<file path="config.mk">
export PLATFORM = sky130hd
export DESIGN_NAME = rv_bus_master_flat
export DESIGN_NICKNAME = d
export VERILOG_FILES = /design/src/rtl/rv_pkg.sv /design/src/rtl/rv_bus_master_if.sv /design/src/rtl/rv_byte_shifter.sv /design/src/rtl/rv_bus_master.sv /design/src/flat_wrapper.sv
export SDC_FILE = /design/constraint.sdc
export NUM_CORES = 1
export LEC_CHECK = 0
export ABC_CLOCK_PERIOD_IN_PS = 4300
export CORE_MARGIN = 2
export CORE_UTILIZATION = 40
export DETAILED_ROUTE_END_ITERATION = 10
export PLACE_DENSITY = 0.68
export SYNTH_ARGS = -nofsm -noshare
export SYNTH_HDL_FRONTEND = slang
export SYNTH_HIERARCHICAL = 1
export SYNTH_SLANG_ARGS = --single-unit
</file>
<file path="constraint.sdc">
create_clock -name CLK_I -period 4.3 [get_ports CLK_I]
set_input_delay 0.86 -clock CLK_I [delete_from_list [all_inputs] [get_ports CLK_I]]
set_output_delay 0.86 -clock CLK_I [all_outputs]
set_load 0.005 [all_outputs]
</file>
<file path="src/rtl/rv_pkg.sv">
// Shared types and constants for the byte-stream bus master: FSM state
// encoding, command bytes and a width helper.
package rv_pkg;

    typedef enum logic [2:0] {
        IDLE    = 3'd0,
        RX_DATA = 3'd1,
        WR_REQ  = 3'd2,
        RD_REQ  = 3'd3,
        TX_DATA = 3'd4
    } state_e;

    localparam logic [7:0] CMD_READ  = 8'h00;
    localparam logic [7:0] CMD_WRITE = 8'h01;

    function automatic int max_width(input int a, input int b);
        return (a > b) ? a : b;
    endfunction

endpackage

</file>
<file path="src/rtl/rv_bus_master_if.sv">
// Byte-stream command port, response port and register-device port of the
// bus master. The master modport is the block's view, slave is the environment's.
interface rv_bus_master_if #(
    parameter int WRITE_WIDTH = 32,
    parameter int READ_WIDTH  = 32
);
    logic                   RX_VALID_I;
    logic [7:0]             RX_DATA_I;
    logic                   RX_READY_O;
    logic                   TX_VALID_O;
    logic [7:0]             TX_DATA_O;
    logic                   TX_READY_I;
    logic                   READ_READY_O;
    logic                   READ_VALID_I;
    logic [READ_WIDTH-1:0]  READ_DATA_I;
    logic                   WRITE_VALID_O;
    logic [WRITE_WIDTH-1:0] WRITE_DATA_O;
    logic                   WRITE_READY_I;
    logic                   ERROR_O;

    modport master (
        input  RX_VALID_I, RX_DATA_I, TX_READY_I, READ_VALID_I, READ_DATA_I, WRITE_READY_I,
        output RX_READY_O, TX_VALID_O, TX_DATA_O, READ_READY_O, WRITE_VALID_O, WRITE_DATA_O,
               ERROR_O
    );

    modport slave (
        output RX_VALID_I, RX_DATA_I, TX_READY_I, READ_VALID_I, READ_DATA_I, WRITE_READY_I,
        input  RX_READY_O, TX_VALID_O, TX_DATA_O, READ_READY_O, WRITE_VALID_O, WRITE_DATA_O,
               ERROR_O
    );

endinterface

</file>
<file path="src/rtl/rv_byte_shifter.sv">
// Byte-wide right shifter with parallel load. Shifting inserts the new byte at
// the MSB end, so it both assembles LSB-first input and serialises from bit 0.
module rv_byte_shifter #(
    parameter int WIDTH = 32
) (
    input  logic             clk,
    input  logic             rst_n,
    input  logic             load_i,
    input  logic [WIDTH-1:0] load_data_i,
    input  logic             shift_i,
    input  logic [7:0]       shift_byte_i,
    output logic [WIDTH-1:0] data_o
);

    logic [WIDTH-1:0] data_q, data_d;
    logic [WIDTH-1:0] shifted;

    if (WIDTH > 8) begin : g_wide
        assign shifted = {shift_byte_i, data_q[WIDTH-1:8]};
    end else begin : g_byte
        assign shifted = shift_byte_i;
    end

    always_comb begin
        // NOTE: default assignment first so no path leaves data_d unassigned (no latch).
        data_d = data_q;
        if (load_i) begin
            data_d = load_data_i;
        end else if (shift_i) begin
            data_d = shifted;
        end
    end

    always_ff @(posedge clk or negedge rst_n) begin
        // NOTE: non-blocking assignments so every flop samples pre-edge values.
        if (!rst_n) begin
            data_q <= '0;
        end else begin
            data_q <= data_d;
        end
    end

    assign data_o = data_q;

endmodule

</file>
<file path="src/rtl/rv_bus_master.sv">
// Bus master driven by a byte stream: 0x01 + N bytes issues a device write,
// 0x00 issues a device read whose data is returned LSB-first on TX.
module rv_bus_master
    import rv_pkg::*;
#(
    parameter int WRITE_WIDTH    = 32,
    parameter int READ_WIDTH     = 32,
    parameter int TIMEOUT_CYCLES = 1024
) (
    input logic             CLK_I,
    input logic             RST_NI,
    rv_bus_master_if.master bus
);

    localparam int SH_W  = max_width(WRITE_WIDTH, READ_WIDTH);
    localparam int CNT_W = $clog2(SH_W / 8) + 1;
    localparam int TO_W  = $clog2(TIMEOUT_CYCLES) + 1;

    localparam logic [CNT_W-1:0] WR_LAST = CNT_W'(WRITE_WIDTH / 8 - 1);
    localparam logic [CNT_W-1:0] RD_LAST = CNT_W'(READ_WIDTH / 8 - 1);
    localparam logic [TO_W-1:0]  TO_LAST = TO_W'(TIMEOUT_CYCLES - 1);

    state_e           state_q, state_d;
    logic [CNT_W-1:0] cnt_q, cnt_d;
    logic [TO_W-1:0]  to_q, to_d;
    logic             error_q, error_d;
    logic             write_valid_q, write_valid_d;
    logic             read_ready_q, read_ready_d;
    logic             tx_valid_q, tx_valid_d;

    logic             rx_ready, rx_fire, to_expired;
    logic             sh_load, sh_shift;
    logic [7:0]       sh_byte;
    logic [SH_W-1:0]  sh_load_data, sh_data;

    // Gated by reset so the port reads 0 while held in reset and 1 as soon as it lifts.
    assign rx_ready   = RST_NI && (state_q == IDLE || state_q == RX_DATA);
    assign rx_fire    = bus.RX_VALID_I && rx_ready;
    assign to_expired = (to_q == TO_LAST);

    always_comb begin
        state_d      = state_q;
        cnt_d        = cnt_q;
        to_d         = to_q;
        error_d      = 1'b0;
        sh_load      = 1'b0;
        sh_shift     = 1'b0;
        sh_byte      = '0;
        sh_load_data = '0;
        sh_load_data[READ_WIDTH-1:0] = bus.READ_DATA_I;

        unique case (state_q)
            IDLE: begin
                if (rx_fire) begin
                    if (bus.RX_DATA_I == CMD_WRITE) begin
                        cnt_d   = '0;
                        state_d = RX_DATA;
                    end else if (bus.RX_DATA_I == CMD_READ) begin
                        to_d    = '0;
                        state_d = RD_REQ;
                    end else begin
                        error_d = 1'b1;
                    end
                end
            end
            RX_DATA: begin
                if (rx_fire) begin
                    sh_shift = 1'b1;
                    sh_byte  = bus.RX_DATA_I;
                    if (cnt_q == WR_LAST) begin
                        to_d    = '0;
                        state_d = WR_REQ;
                    end else begin
                        cnt_d = cnt_q + 1'b1;
                    end
                end
            end
            // A handshake in the expiry cycle still completes the request.
            WR_REQ: begin
                if (bus.WRITE_READY_I) begin
                    state_d = IDLE;
                end else if (to_expired) begin
                    error_d = 1'b1;
                    state_d = IDLE;
                end else begin
                    to_d = to_q + 1'b1;
                end
            end
            RD_REQ: begin
                if (bus.READ_VALID_I) begin
                    sh_load = 1'b1;
                    cnt_d   = '0;
                    state_d = TX_DATA;
                end else if (to_expired) begin
                    error_d = 1'b1;
                    state_d = IDLE;
                end else begin
                    to_d = to_q + 1'b1;
                end
            end
            TX_DATA: begin
                if (bus.TX_READY_I) begin
                    if (cnt_q == RD_LAST) begin
                        state_d = IDLE;
                    end else begin
                        sh_shift = 1'b1;
                        cnt_d    = cnt_q + 1'b1;
                    end
                end
            end
            default: state_d = IDLE;
        endcase

        write_valid_d = (state_d == WR_REQ);
        read_ready_d  = (state_d == RD_REQ);
        tx_valid_d    = (state_d == TX_DATA);
    end

    always_ff @(posedge CLK_I or negedge RST_NI) begin
        if (!RST_NI) begin
            state_q       <= IDLE;
            cnt_q         <= '0;
            to_q          <= '0;
            error_q       <= 1'b0;
            write_valid_q <= 1'b0;
            read_ready_q  <= 1'b0;
            tx_valid_q    <= 1'b0;
        end else begin
            state_q       <= state_d;
            cnt_q         <= cnt_d;
            to_q          <= to_d;
            error_q       <= error_d;
            write_valid_q <= write_valid_d;
            read_ready_q  <= read_ready_d;
            tx_valid_q    <= tx_valid_d;
        end
    end

    rv_byte_shifter #(
        .WIDTH (SH_W)
    ) u_shifter (
        .clk          (CLK_I),
        .rst_n        (RST_NI),
        .load_i       (sh_load),
        .load_data_i  (sh_load_data),
        .shift_i      (sh_shift),
        .shift_byte_i (sh_byte),
        .data_o       (sh_data)
    );

    // Write bytes land in the top of the shifter; read bytes leave from bit 0.
    assign bus.RX_READY_O    = rx_ready;
    assign bus.TX_VALID_O    = tx_valid_q;
    assign bus.TX_DATA_O     = sh_data[7:0];
    assign bus.READ_READY_O  = read_ready_q;
    assign bus.WRITE_VALID_O = write_valid_q;
    assign bus.WRITE_DATA_O  = sh_data[SH_W-1 -: WRITE_WIDTH];
    assign bus.ERROR_O       = error_q;

endmodule

</file>
<file path="src/flat_wrapper.sv">
// flat-port wrapper written by rule: the top's interface ports become plain ports
module rv_bus_master_flat import rv_pkg::*;
#(
    parameter int WRITE_WIDTH    = 32,
    parameter int READ_WIDTH     = 32,
    parameter int TIMEOUT_CYCLES = 1024
)
  (CLK_I, RST_NI, bus_RX_VALID_I, bus_RX_DATA_I, bus_TX_READY_I, bus_READ_VALID_I, bus_READ_DATA_I, bus_WRITE_READY_I, bus_RX_READY_O, bus_TX_VALID_O, bus_TX_DATA_O, bus_READ_READY_O, bus_WRITE_VALID_O, bus_WRITE_DATA_O, bus_ERROR_O);
  rv_bus_master_if #(.WRITE_WIDTH(WRITE_WIDTH), .READ_WIDTH(READ_WIDTH)) bus_i ();
  input logic CLK_I;
  input logic RST_NI;
  input wire logic [$bits(bus_i.RX_VALID_I)-1:0] bus_RX_VALID_I;
  input wire logic [$bits(bus_i.RX_DATA_I)-1:0] bus_RX_DATA_I;
  input wire logic [$bits(bus_i.TX_READY_I)-1:0] bus_TX_READY_I;
  input wire logic [$bits(bus_i.READ_VALID_I)-1:0] bus_READ_VALID_I;
  input wire logic [$bits(bus_i.READ_DATA_I)-1:0] bus_READ_DATA_I;
  input wire logic [$bits(bus_i.WRITE_READY_I)-1:0] bus_WRITE_READY_I;
  output wire logic [$bits(bus_i.RX_READY_O)-1:0] bus_RX_READY_O;
  output wire logic [$bits(bus_i.TX_VALID_O)-1:0] bus_TX_VALID_O;
  output wire logic [$bits(bus_i.TX_DATA_O)-1:0] bus_TX_DATA_O;
  output wire logic [$bits(bus_i.READ_READY_O)-1:0] bus_READ_READY_O;
  output wire logic [$bits(bus_i.WRITE_VALID_O)-1:0] bus_WRITE_VALID_O;
  output wire logic [$bits(bus_i.WRITE_DATA_O)-1:0] bus_WRITE_DATA_O;
  output wire logic [$bits(bus_i.ERROR_O)-1:0] bus_ERROR_O;
  assign bus_i.RX_VALID_I = bus_RX_VALID_I;
  assign bus_i.RX_DATA_I = bus_RX_DATA_I;
  assign bus_i.TX_READY_I = bus_TX_READY_I;
  assign bus_i.READ_VALID_I = bus_READ_VALID_I;
  assign bus_i.READ_DATA_I = bus_READ_DATA_I;
  assign bus_i.WRITE_READY_I = bus_WRITE_READY_I;
  assign bus_RX_READY_O = bus_i.RX_READY_O;
  assign bus_TX_VALID_O = bus_i.TX_VALID_O;
  assign bus_TX_DATA_O = bus_i.TX_DATA_O;
  assign bus_READ_READY_O = bus_i.READ_READY_O;
  assign bus_WRITE_VALID_O = bus_i.WRITE_VALID_O;
  assign bus_WRITE_DATA_O = bus_i.WRITE_DATA_O;
  assign bus_ERROR_O = bus_i.ERROR_O;
  rv_bus_master #(.WRITE_WIDTH(WRITE_WIDTH), .READ_WIDTH(READ_WIDTH), .TIMEOUT_CYCLES(TIMEOUT_CYCLES)) u_core (.CLK_I(CLK_I), .RST_NI(RST_NI), .bus(bus_i));
endmodule
</file>
==> results list <==
* Number of antenna violations at the first check in global routing: 0
* Global-route wire length before repair: 11540 um
* Met3 Track Usage GR: 0.03078
- Clock root cell: clkbuf_8
- Kind of end point of the critical path: output pin
- Post-CTS clock slew at the launch and capture registers of the worst setup and hold paths: 0.08 ns
* Post-cts sizing count: 0
- Period utilization: 0.6341
- For this run, global-route usage on met1 was measured as 0.2447.
* Row Count: 30
- For this configuration, the core starts out at a cell density of 0.4179.
- Max frequency: around 0.37 GHz
- Routability cong.: about 0.83
* Overall fraction of global-route tracks in use: 0.1901
- Clock tree from TritonCTS: yes
- In this run the cell area of the synthesized design comes to 2870 sq um.
- Top-level port count: 91
- For the final database, setup skew stands at a little under 0.01 ns.
* Port Buffers: 90
* Synthesized area divided by synthesized cell count: between 10 and 15 sq um
- The share of total power dissipated in sequential elements is 0.444.
- STA classifies the critical path startpoint as an input port.
- The H-tree was split into 2 levels.
- Setup total negative slack: 0 ns
- Global routing finished with a remaining overflow of 0.
- The internal power of the cells totals approximately 1.2 mW.
* Area of the die: about 7900 sq um
- Once detail routing completed, the nets flagged for antenna violations numbered 0.
- Number of clock buffers inserted by TritonCTS: 5
* Yosys reg bits: between 50 and 60
- Layer with the highest usage: met2
* Chip height: 88.71 um
- Wire length per cell: roughly 15 um
- Part of the power in the clock network: 0.154
- Number of hold-slack violations in the final timing report: 0
* RSZ-0062 raised after global routing: false
- In this run the deepest clock path goes through 2 buffers.
- In the final layout, the share of cells above drive strength 1 is 0.08611.
* Shortest clock period the worst path allows after layout: 2.727 ns
- The filler cells instantiated in the layout total between 600 and 700.
* Buffer count from post-CTS setup fixing: 0
- Total nets after synthesis: about 330
* Number of flops mapped to enable cells by yosys: 0
* Pin count of the biggest net entering global routing: 67
- Pins Over Slew Limit: 0
- Setup violations remaining at the end of the flow were counted as 0.
* Primary FF master, synth: dfrtp_1
- Slew of the pin with the lowest slew margin: 1.017 ns
- # nets final: a little over 400
* LEAKAGE: between 1.5 and 2 nW
* Fraction of synthesis flops using an asynchronous set or reset pin: 1.000
- Max-cap violations in this run came to 0.
* Combinational cell fraction of total power: 0.402
- Final routed wirelength across all metal layers: 6944 um
- Chip Width: about 89 um
* Worst rel slew slack: 0.3206
* Hold-fix buffers, CTS: 0
- Run status: complete, no violations
- Type of the tightest min-delay check: register to register
- By startpoint and endpoint, the worst setup path is classified as input port to output pin.
- In the routed design, unresolved DRC markers number 0.
- Vias per cell: about 5
- Synthesized instance count: 283
* Number of DRC violations after detailed-routing iteration 0: 131
* Diode count: 0
- The number of different library cells used by synthesis comes to approximately 50.
- Worst hold margin: ~0.52 ns
- Req. time, crit path: 3.44 ns
- Sink Count: 53
* Psw: approximately 0.56 mW
- The first TritonRoute pass finished after 4 iterations.
* Endpoint arrival time on the critical path: between 1.5 and 2 ns
* Met2 track demand over resource: 0.3263
- Once detailed placement completed, the half-perimeter wirelength came to 5108 um.
- For this run, the register share of the synthesized area comes to 0.4621.
- Synth-to-Final Area Change: 32.82%
- Placeable core area: between 6000 and 7000 sq um
- Total power per unit cell area: approximately 470 nW/um^2
- Via count of the first global-routing pass: 2306
- Maximum fanout count along the critical path: 3
- Across the VDD grid, the largest voltage drop is between 0.2 and 0.3 mV.
- The clock reaches the later pin of the worst-skew pair after between 0.3 and 0.4 ns.
- For this block, the via count after detailed routing is 2308.
* Warnings, synthesis: 6
* Switching power as a share of total power: 0.3144
==> per-stage QoR <==
step | std cells | power, mW | instance area [sq um] | worst slack, ns | utilization
floorplan | 283 | 1.132 | 2870 | 2.157 | -
global placement | 448 | 1.515 | 3729 | 1.493 | 0.5428
detailed placement | 448 | 1.541 | 3729 | 1.415 | 0.5428
CTS | 456 | 1.823 | 3812 | 1.596 | 0.5550
global route | 456 | 1.923 | 3812 | 1.483 | 0.5550
finish | 456 | 1.797 | 3812 | 1.573 | 0.5550
==> layer usage <==
metal,up-vias,routed length [um]
li1,1130,-
met1,1108,2996
met2,64,3549
met3,6,289
met4,0,108
met5,-,0
==> synthesized netlist by cell type, types with 4 or more instances <==
library cell	n	area share
a21oi_1	5	0.0087
buf_2	10	0.017
o21ai_1	28	0.049
xnor2_1	4	0.012
nand3_1	4	0.0070
and3_1	8	0.017
buf_4	8	0.021
inv_1	4	0.0052
nor2_1	12	0.016
nand2_1	52	0.068
dfrtp_1	53	0.46
mux2i_1	34	0.12
mux2_2	4	0.016
o21ai_0	4	0.0070
==> cells in the final DEF (no fill, tap or decap), drive strengths merged, types with 4 or more instances in the layout <==
| master | netlist | routed |
|---|---|---|
| a21oi | 5 | 5 |
| and3 | 8 | 8 |
| buf | 22 | 4 |
| clkbuf | 2 | 7 |
| clkdlybuf4s50 | 0 | 89 |
| dfrtp | 53 | 53 |
| inv | 5 | 5 |
| mux2 | 4 | 4 |
| mux2i | 34 | 34 |
| nand2 | 52 | 52 |
| nand3 | 5 | 5 |
| nor2 | 14 | 14 |
| nor3 | 4 | 4 |
| nor4 | 4 | 4 |
| o21ai | 34 | 34 |
| xnor2 | 4 | 4 |
==> critical path, cell delays in order <==
cell,delay (ns)
buf_2,0.12
nor3b_1,0.31
clkdlybuf4s50_1,0.58
==> final cells by class <==
| class | count | area (sq um) | share of cell area |
|---|---|---|---|
| inverters | 5 | 18.77 | 0.004923 |
| well taps | 96 | 120.1 | 0.03151 |
| multi-input cells | 201 | 1345 | 0.3528 |
| clock inverters | 1 | 7.507 | 0.001969 |
| clock buffers | 7 | 76.32 | 0.02002 |
| flip-flops and latches | 53 | 1326 | 0.3479 |
| repair buffers | 93 | 918.4 | 0.2409 |
==> power by group through the flow <==
stage | clock network [mW] | logic, mW | registers, mW
5_1_grt | 0.312 | 0.790 | 0.821
6_report | 0.277 | 0.723 | 0.797
2_1_floorplan | 0 | 0.352 | 0.780
3_3_place_gp | 0 | 0.717 | 0.798
3_5_place_dp | 0 | 0.734 | 0.807
4_1_cts | 0.290 | 0.734 | 0.799
==> state kept, by name (all words and copies together) (netlist names) <==
signal and flops:
u_core/cnt_q 3, u_core/bus.ERROR_O 1, u_core/u_shifter/data_o 32, u_core/bus.WRITE_VALID_O 1
u_core/bus.TX_VALID_O 1, u_core/to_q 11, u_core/bus.READ_READY_O 1, u_core/state_q 3
==> path summary, 6_finish.rpt <==
| check | startpoint | end | slack (ns) | depth (start not counted) |
|---|---|---|---|---|
| max | RST_NI | bus_RX_READY_O | 1.57 | 3 |
| max in group asynchronous | RST_NI | u_core/to_q[8] | 3.12 | 2 |
| min in group asynchronous | RST_NI | u_core/state_q[2] | 0.74 | 2 |
| max reg2reg | u_core/state_q[0] | u_core/u_shifter/data_o[21] | 1.66 | 5 |
| min reg2reg | u_core/cnt_q[2] | u_core/cnt_q[2] | 0.52 | 1 |
| min | u_core/cnt_q[2] | u_core/cnt_q[2] | 0.52 | 1 |
==> kinds of logic (layout without fill, tap and decap cells) <==
family,Yosys count,after routing,share of synthesized area
muxes,38,38,0.1343
and+or+nand+nor,103,103,0.1879
xor gates and xnor gates,5,5,0.01526
buffers and inverters,29,106,0.07236
DFF,53,53,0.4621
adders and majority gates,3,3,0.01308
AOI/OAI and AO/OA,52,52,0.1151
Note: power is estimated with default switching activity, not from simulation.
